$ cat src/rtl/ps2_host_tx.sv
// Purpose: host-to-device PS/2 transmitter; sends one command byte over open-drain PS2_CLK/PS2_DAT.
// Latency: INHIBIT_CYCLES+1 cycles of clock inhibit, then device-paced; data drive follows a pin fall by 3 cycles.
// Backpressure: send is taken only in IDLE outside the done cycle; requests while busy are dropped.
module ps2_host_tx #(
  parameter int INHIBIT_CYCLES = 5000,
  parameter int TIMEOUT_CYCLES = 750000
) (
  input  logic       CLOCK_50,
  input  logic       reset,
  input  logic       send,
  input  logic [7:0] cmd_byte,
  output logic       busy,
  output logic       done,
  output logic       error,
  input  logic       ps2_clk_in,
  input  logic       ps2_dat_in,
  output logic       ps2_clk_oe,
  output logic       ps2_dat_oe
);

  localparam int INH_W = $clog2(INHIBIT_CYCLES) + 1;
  localparam int TO_W  = $clog2(TIMEOUT_CYCLES) + 1;
  localparam logic [INH_W-1:0] INH_LAST = INH_W'(INHIBIT_CYCLES - 1);
  localparam logic [TO_W-1:0]  TO_LAST  = TO_W'(TIMEOUT_CYCLES - 1);

  typedef enum logic [2:0] {
    IDLE,
    INHIBIT,
    START,
    SHIFT,
    ACK,
    WAIT_IDLE
  } state_t;

  state_t           state, state_nx;
  logic [1:0]       clk_sync, dat_sync;
  logic             clk_prev;
  logic             clk_s, dat_s, fall, timed;
  logic [8:0]       shreg, shreg_nx;
  logic [3:0]       edge_cnt, edge_nx;
  logic [INH_W-1:0] inh_cnt, inh_nx;
  logic [TO_W-1:0]  to_cnt, to_nx;
  logic             nack, nack_nx;
  logic             clk_oe_nx, dat_oe_nx, busy_nx, done_nx, error_nx;

  assign clk_s = clk_sync[1];
  assign dat_s = dat_sync[1];
  assign fall  = clk_prev & ~clk_s;
  assign timed = (state == SHIFT) || (state == ACK) || (state == WAIT_IDLE);

  // Two-flop synchronisers plus the previous synced clock for fall detection; idle bus reads high.
  always_ff @(posedge CLOCK_50 or negedge reset) begin
    if (!reset) begin
      clk_sync <= 2'b11;
      dat_sync <= 2'b11;
      clk_prev <= 1'b1;
    end else begin
      clk_sync <= {clk_sync[0], ps2_clk_in};
      dat_sync <= {dat_sync[0], ps2_dat_in};
      clk_prev <= clk_s;
    end
  end

  // FSM state register.
  always_ff @(posedge CLOCK_50 or negedge reset) begin
    if (!reset) state <= IDLE;
    else        state <= state_nx;
  end

  // Next state, counters, shift register and next values of the registered outputs.
  always_comb begin
    state_nx  = state;
    shreg_nx  = shreg;
    edge_nx   = edge_cnt;
    inh_nx    = inh_cnt;
    to_nx     = to_cnt;
    nack_nx   = nack;
    clk_oe_nx = ps2_clk_oe;
    dat_oe_nx = ps2_dat_oe;
    busy_nx   = busy;
    done_nx   = 1'b0;
    error_nx  = 1'b0;
    if (timed) to_nx = to_cnt + 1'b1;
    case (state)
      IDLE: begin
        clk_oe_nx = 1'b0;
        dat_oe_nx = 1'b0;
        busy_nx   = 1'b0;
        // The done register being high means the previous transfer is still finishing.
        if (send && !done) begin
          shreg_nx  = {~^cmd_byte, cmd_byte};
          edge_nx   = '0;
          inh_nx    = '0;
          to_nx     = '0;
          nack_nx   = 1'b0;
          busy_nx   = 1'b1;
          clk_oe_nx = 1'b1;
          state_nx  = INHIBIT;
        end
      end
      INHIBIT: begin
        inh_nx = inh_cnt + 1'b1;
        if (inh_cnt == INH_LAST) begin
          dat_oe_nx = 1'b1;
          state_nx  = START;
        end
      end
      START: begin
        // Release the clock; the start bit stays driven until the first device fall.
        clk_oe_nx = 1'b0;
        to_nx     = '0;
        state_nx  = SHIFT;
      end
      SHIFT: begin
        if (fall) begin
          edge_nx = edge_cnt + 4'd1;
          if (edge_cnt == 4'd9) begin
            dat_oe_nx = 1'b0;
            state_nx  = ACK;
          end else begin
            dat_oe_nx = ~shreg[0];
            shreg_nx  = {1'b0, shreg[8:1]};
          end
        end
      end
      ACK: begin
        if (fall) begin
          edge_nx  = edge_cnt + 4'd1;
          nack_nx  = dat_s;
          state_nx = WAIT_IDLE;
        end
      end
      WAIT_IDLE: begin
        if (clk_s && dat_s) begin
          done_nx  = 1'b1;
          error_nx = nack;
          busy_nx  = 1'b0;
          state_nx = IDLE;
        end
      end
      default: state_nx = IDLE;
    endcase
    // A stalled device aborts the transfer regardless of phase.
    if (timed && (to_cnt == TO_LAST)) begin
      clk_oe_nx = 1'b0;
      dat_oe_nx = 1'b0;
      busy_nx   = 1'b0;
      done_nx   = 1'b1;
      error_nx  = 1'b1;
      state_nx  = IDLE;
    end
  end

  // Datapath and registered outputs.
  always_ff @(posedge CLOCK_50 or negedge reset) begin
    if (!reset) begin
      shreg      <= '0;
      edge_cnt   <= '0;
      inh_cnt    <= '0;
      to_cnt     <= '0;
      nack       <= 1'b0;
      ps2_clk_oe <= 1'b0;
      ps2_dat_oe <= 1'b0;
      busy       <= 1'b0;
      done       <= 1'b0;
      error      <= 1'b0;
    end else begin
      shreg      <= shreg_nx;
      edge_cnt   <= edge_nx;
      inh_cnt    <= inh_nx;
      to_cnt     <= to_nx;
      nack       <= nack_nx;
      ps2_clk_oe <= clk_oe_nx;
      ps2_dat_oe <= dat_oe_nx;
      busy       <= busy_nx;
      done       <= done_nx;
      error      <= error_nx;
    end
  end

endmodule

$ cat config.mk
export PLATFORM = sky130hd
export DESIGN_NAME = ps2_host_tx
export DESIGN_NICKNAME = d
export VERILOG_FILES = /design/src/rtl/ps2_host_tx.sv
export SDC_FILE = /design/constraint.sdc
export NUM_CORES = 1
export LEC_CHECK = 0
export BUFFER_PORTS_ARGS = -buffer_cell sky130_fd_sc_hd__buf_2
export CORE_MARGIN = 8
export CORE_UTILIZATION = 55
export CTS_CLUSTER_SIZE = 28
export DETAILED_ROUTE_END_ITERATION = 8
export HOLD_SLACK_MARGIN = 0.06
export PLACE_DENSITY_LB_ADDON = 0.12
export RECOVER_POWER = 50
export SLEW_MARGIN = 25
export SYNTH_ARGS = -nofsm -noshare
export SYNTH_HDL_FRONTEND = slang
export SYNTH_SLANG_ARGS = --single-unit
$ cat constraint.sdc
create_clock -name CLOCK_50 -period 1.8 [get_ports CLOCK_50]
set_input_delay 0.09 -clock CLOCK_50 [delete_from_list [all_inputs] [get_ports CLOCK_50]]
set_output_delay 0.09 -clock CLOCK_50 [all_outputs]
set_load 0.005 [all_outputs]
[Yosys cells after proc, flatten, opt, wreduce, memory -nomap -nowiden]
Cells that the tools add are included.
Word-level totals
  output and inout bits: 5
  register bits: 62
  logic and storage cells: 102
  input port bits: 13
Cells by class
  $add $sub $neg: 3
  bitwise gates (word level): 3
  reductions and logical operators: 23
  muxes and demuxes: 40
  eq/ne operators: 19
Operators with widths (number)
  21-bit 2-to-1 mux: 2
  21-bit one-hot mux with 2 select lines: 1
  14-bit one-hot mux with 2 select lines: 1
  9-bit 2-to-1 mux: 3
  21-bit by 1-bit adder with 21-bit output, second input constant: 1
  21-bit by 20-bit equality test with 1-bit output, second input constant: 1
  3-bit 2-to-1 mux: 7
  3-bit one-hot mux with 6 select lines: 1
  9-bit one-hot mux with 2 select lines: 1
  1-bit 2-to-1 mux: 16
  14-bit by 1-bit adder with 14-bit output, second input constant: 1
  14-bit by 13-bit equality test with 1-bit output, second input constant: 1
  14-bit 2-to-1 mux: 1
  3-bit AND reduction: 3
  4-bit 2-to-1 mux: 2
  2-bit != test, second input constant: 4
  4-bit one-hot mux with 2 select lines: 1
  2-bit nonzero test: 4
  8-bit XNOR reduction: 1
  3-bit by 2-bit equality test with 1-bit output, second input constant: 2
  3-bit equality test, second input constant: 2
  3-bit by 1-bit != test with 1-bit output, second input constant: 2
  3-bit by 2-bit != test with 1-bit output, second input constant: 2
  3-bit != test, second input constant: 2
  other kinds (18): 26

[Longest topological paths before layout]
  word-level depth: 6
  mapped depth: 8
  depth with buffers taken out: 7

[Worst setup path after synthesis]
No wires, ideal clock.
  path kind: register to register
  start point: reg state[2]
  end point: reg to_cnt[19]
  arrival time: 1644 ps
  slack: 31 ps
  setup time: 125 ps
  period minus slack after synthesis: 1769 ps
  path buffers: 0
  stages on the path, launching flop included: 6
  path through: dfrtp_1 > nand4b_1 > a21oi_2 > nand3_1 > nor4_2 > mux2_2
On the way
  cells in the longest elaborated chain, start to end: 6
  elaborated cells on any way between the ends: 10
RTL lines
  from (decl): RTL line 35  | state_t state, state_nx;
  from (signal assigned): RTL line 67  | else state <= state_nx;
  3-bit by 2-bit equality test with 1-bit output / 3-bit equality test (equally long branches): RTL line 49  | assign timed = (state == SHIFT) || (state == ACK) || (state == WAIT_IDLE);
  1-bit logical OR (2 in a row): RTL line 49
  21-bit 2-to-1 mux: RTL line 83  | if (timed) to_nx = to_cnt + 1'b1;
  21-bit 2-to-1 mux: RTL line 90  | if (send && !done) begin
  21-bit one-hot mux with 2 select lines *: RTL line 84  | case (state)
  via to_nx[19]: RTL line 42  | logic [TO_W-1:0] to_cnt, to_nx;
  to (signal assigned): RTL line 171  | to_cnt <= to_nx;
  to (decl): RTL line 42
Mark *: on every way through the listed nets, which the timed path passes. The rest lies on a longest branch.
A chain may end at the register's enable or synchronous reset.

[Final worst setup path]
  start point: reg state[2]
  end point: reg to_cnt[11]
Same word-level chain as after synthesis.

==> out/qor.txt <==
status -> finished clean
Comb pwr share -> 37.5%
Post-DP Area -> 0.00353 sq mm
cell taking the most area after synthesis -> dfrtp_1
Final Core Density -> 69.9%
startpoint types -> flip-flop
Crit Path Max Fanout -> 5
Reg power frac -> 39.4%
Worst-Margin Slew -> 838 ps
Ys Warns -> 0
worst setup path category -> reg -> reg
commonest non-fill, non-tap cells in the layout -> dfrtp_1 (56), nand2_1 (42), nor2_1 (33), buf_4 (32), buf_2 (17)
CP endpoint kind -> flip-flop
Req. time, crit path -> 2080 ps
FMAX -> 566 MHz
Std-Cell Rows -> 27
GR Overflow Total -> 0
Iter 0 DRT Violations -> 102
Synth cell types -> 52
initial antenna violation count -> 0
crit path buf inv count -> 2
Layout Area Growth over Synthesis -> 22.2%
share of layout cells above drive strength 1 -> 26.5%
Top cell by count, worst path -> buf_4
Die Ht -> 91.9 um
FFs w/ async S/R, synth -> 100%
vias in the first global route -> 2493
Power Density -> 1240 mW/mm^2
crit share post-route -> 98.1%
Slowest-stage cell, CP -> dfrtp_1
Wirelength per Cell -> 14.6 um
Top Family by Delay on Critical Path -> flip-flops
Max Clock Skew -> 9.84 ps
CTS buffer count -> 9
Setup TNS Final -> 0 ps
clock power share -> 23.1%
H-tree levels -> 3
Routed Antenna Nets -> 0
EDFF count, synth -> 0
DRT Wirelength -> 6590 um
initial core utilization -> 57.2%
switch share -> 37.1%
switching power -> 0.00179 W
pin count of the biggest net entering global routing -> 63
clk slew on worst S/H paths -> 80 ps
top post-synthesis cells by area -> dfrtp_1 (45%), nand2_1 (5.1%), mux2i_1 (4.7%)
cells after synthesis -> 316
crit-path max cell delay -> 420 ps
Static Leak -> 1.82 nW
Synth top area share -> 45.0%
Via Count -> 2486
commonest non-fill, non-tap cell in the layout -> dfrtp_1
CTS tree -> done
Peak VDD IR -> 0.868 mV
Pins Over Slew Limit -> 0
die area -> 0.00845 sq mm
fin crit period -> 1770 ps
CTS Sinks -> 62
Seq/Total Area, Yosys -> 49.2%
Antenna Cells -> 0
Total GRT Usage -> 16.4%
Internal -> 0.00303 W
Max Root-Sink Buffers -> 2
TritonRoute pass-1 iters -> 4
clk root buf -> clkbuf_8
unrepaired setup endpoints after global routing -> true
design area -> 0.00387 sq mm
FF+latch count, synth -> 62
# IOs -> 18
R2R setup slack -> 30 ps
Post-route DRC -> 0
Layout fillers -> 440
Main synth FF type -> dfrtp_1
clock latency on the worst-skew pair -> 340 ps
# setup viols final -> 0
synthesized cell area -> 0.00317 sq mm
PortBufs -> 17
NumNets Final -> 390
Max-cap violations -> 0
Die Width -> 91.9 um
Arrival @ worst endpoint -> 2040 ps
total core area -> 0.00554 sq mm
GPL Wtd Cong -> 0.888
Final Hold Fails -> 0
syn_area_per_cell -> 10.0 sq um
Rel. slew slack -> 44.1%
critical path cell sequence -> nand4b_1 > buf_4 > a2111oi_4 > buf_4 > nand4_1 > xor2_1 > nor2_1
first-pass GRT wire length -> 11300 um
worst hold path class -> in -> reg
detailed placement HPWL -> 4660 um
syn nets -> 333
vias per inst -> 5.52
==> final timing paths <==
path,from,end,cells past startpoint
hold reg to reg,dat_sync[0]$_DFF_PN1_,dat_sync[1]$_DFF_PN1_,0
max in group asynchronous,reset,to_cnt[9]$_DFF_PN0_,3
hold / removal,cmd_byte[3],shreg[3]$_DFFE_PN0P_,3
setup / recovery,state[2]$_DFFE_PN0P_,to_cnt[11]$_DFF_PN0_,7
setup reg to reg,state[2]$_DFFE_PN0P_,to_cnt[11]$_DFF_PN0_,7
min in group asynchronous,reset,inh_cnt[2]$_DFFE_PN0P_,3
==> power groups by stage <==
stage / combinational, W / sequential (W) / clock (W)
after floorplan: 0.00114 / 0.00187 / 0
after global placement: 0.00169 / 0.00190 / 0
after detailed placement: 0.00172 / 0.00192 / 0
after CTS: 0.00174 / 0.00189 / 0.00114
after global routing: 0.00200 / 0.00193 / 0.00119
final: 0.00181 / 0.00190 / 0.00111
==> state kept, by name (all words and copies together), names as in the netlist <==
register	cells
dat_sync	2
error	1
busy	1
nack	1
to_cnt	21
shreg	9
clk_prev	1
inh_cnt	14
edge_cnt	4
state	3
ps2_dat_oe	1
clk_sync	2
ps2_clk_oe	1
done	1
==> through the flow <==
stage               std cells  total power (W)  worst slack [ps]  hold WS [ps]
CTS                       447          0.00478              3.90          65.0
global route              450          0.00512             -85.5          92.8
global placement          425          0.00360              14.2           125
detailed placement        425          0.00364              12.3           122
floorplan                 316          0.00300              31.1          -206
finish                    450          0.00481              33.5          75.8
==> worst register-to-register path, stage by stage (launching register included) <==
cell       delay [ps]
dfrtp_1           420
nand4b_1          220
buf_4             180
a2111oi_4         340
buf_4             200
nand4_1           110
xor2_1            150
nor2_1             80
==> cell families (layout without fill, tap and decap cells) <==
| kind of cell | Yosys count | in the layout | share of synthesized area (%) |
|---|---|---|---|
| and+or+nand+nor | 147 | 147 | 24.6 |
| DFF | 62 | 62 | 49.2 |
| AOI/OAI and AO/OA | 43 | 43 | 8.92 |
| xor gates and xnor gates | 27 | 27 | 7.46 |
| muxes | 19 | 19 | 6.16 |
| buffers and inverters | 14 | 76 | 2.17 |
| adders and majority gates | 4 | 4 | 1.58 |
==> cells in the mapped netlist, drive strengths merged (9+ instances only) <==
cell   number
nand4      12
nand2      43
o21ai      18
mux2i      15
a21oi       9
xor2       16
nor3        9
xnor2      11
dfrtp      57
nand3      14
nor2       33
==> layer usage <==
| metal | global-route usage, % | share of wire [%] |
|---|---|---|
| met5 | 0 | 0 |
| met2 | 26.2 | 48 |
| met4 | 8.59 | 2.1 |
| met1 | 20.3 | 47 |
| met3 | 3.91 | 3.3 |
==> final cells by class <==
cell class                 instances  area (sq um)  area share (%)
multi-input combinational        240          1640            42.2
inverter                           4          15.0           0.388
sequential                        62          1560            40.2
clock buffer                       9           124            3.20
clock inverter                     7          56.3            1.45
tap                               72          90.1            2.33
timing repair buffer              56           393            10.1
==> timing repair <==
item                                    in CTS  in global routing
pin swaps                                    0                 10
hold endpoints to repair                    67                  0
endpoints found under the setup margin       1                 24
gates resized for setup                      1                 18
buffers inserted                             0                  3
hold buffers                                 6                  0
(Power assumes the default switching activity.)
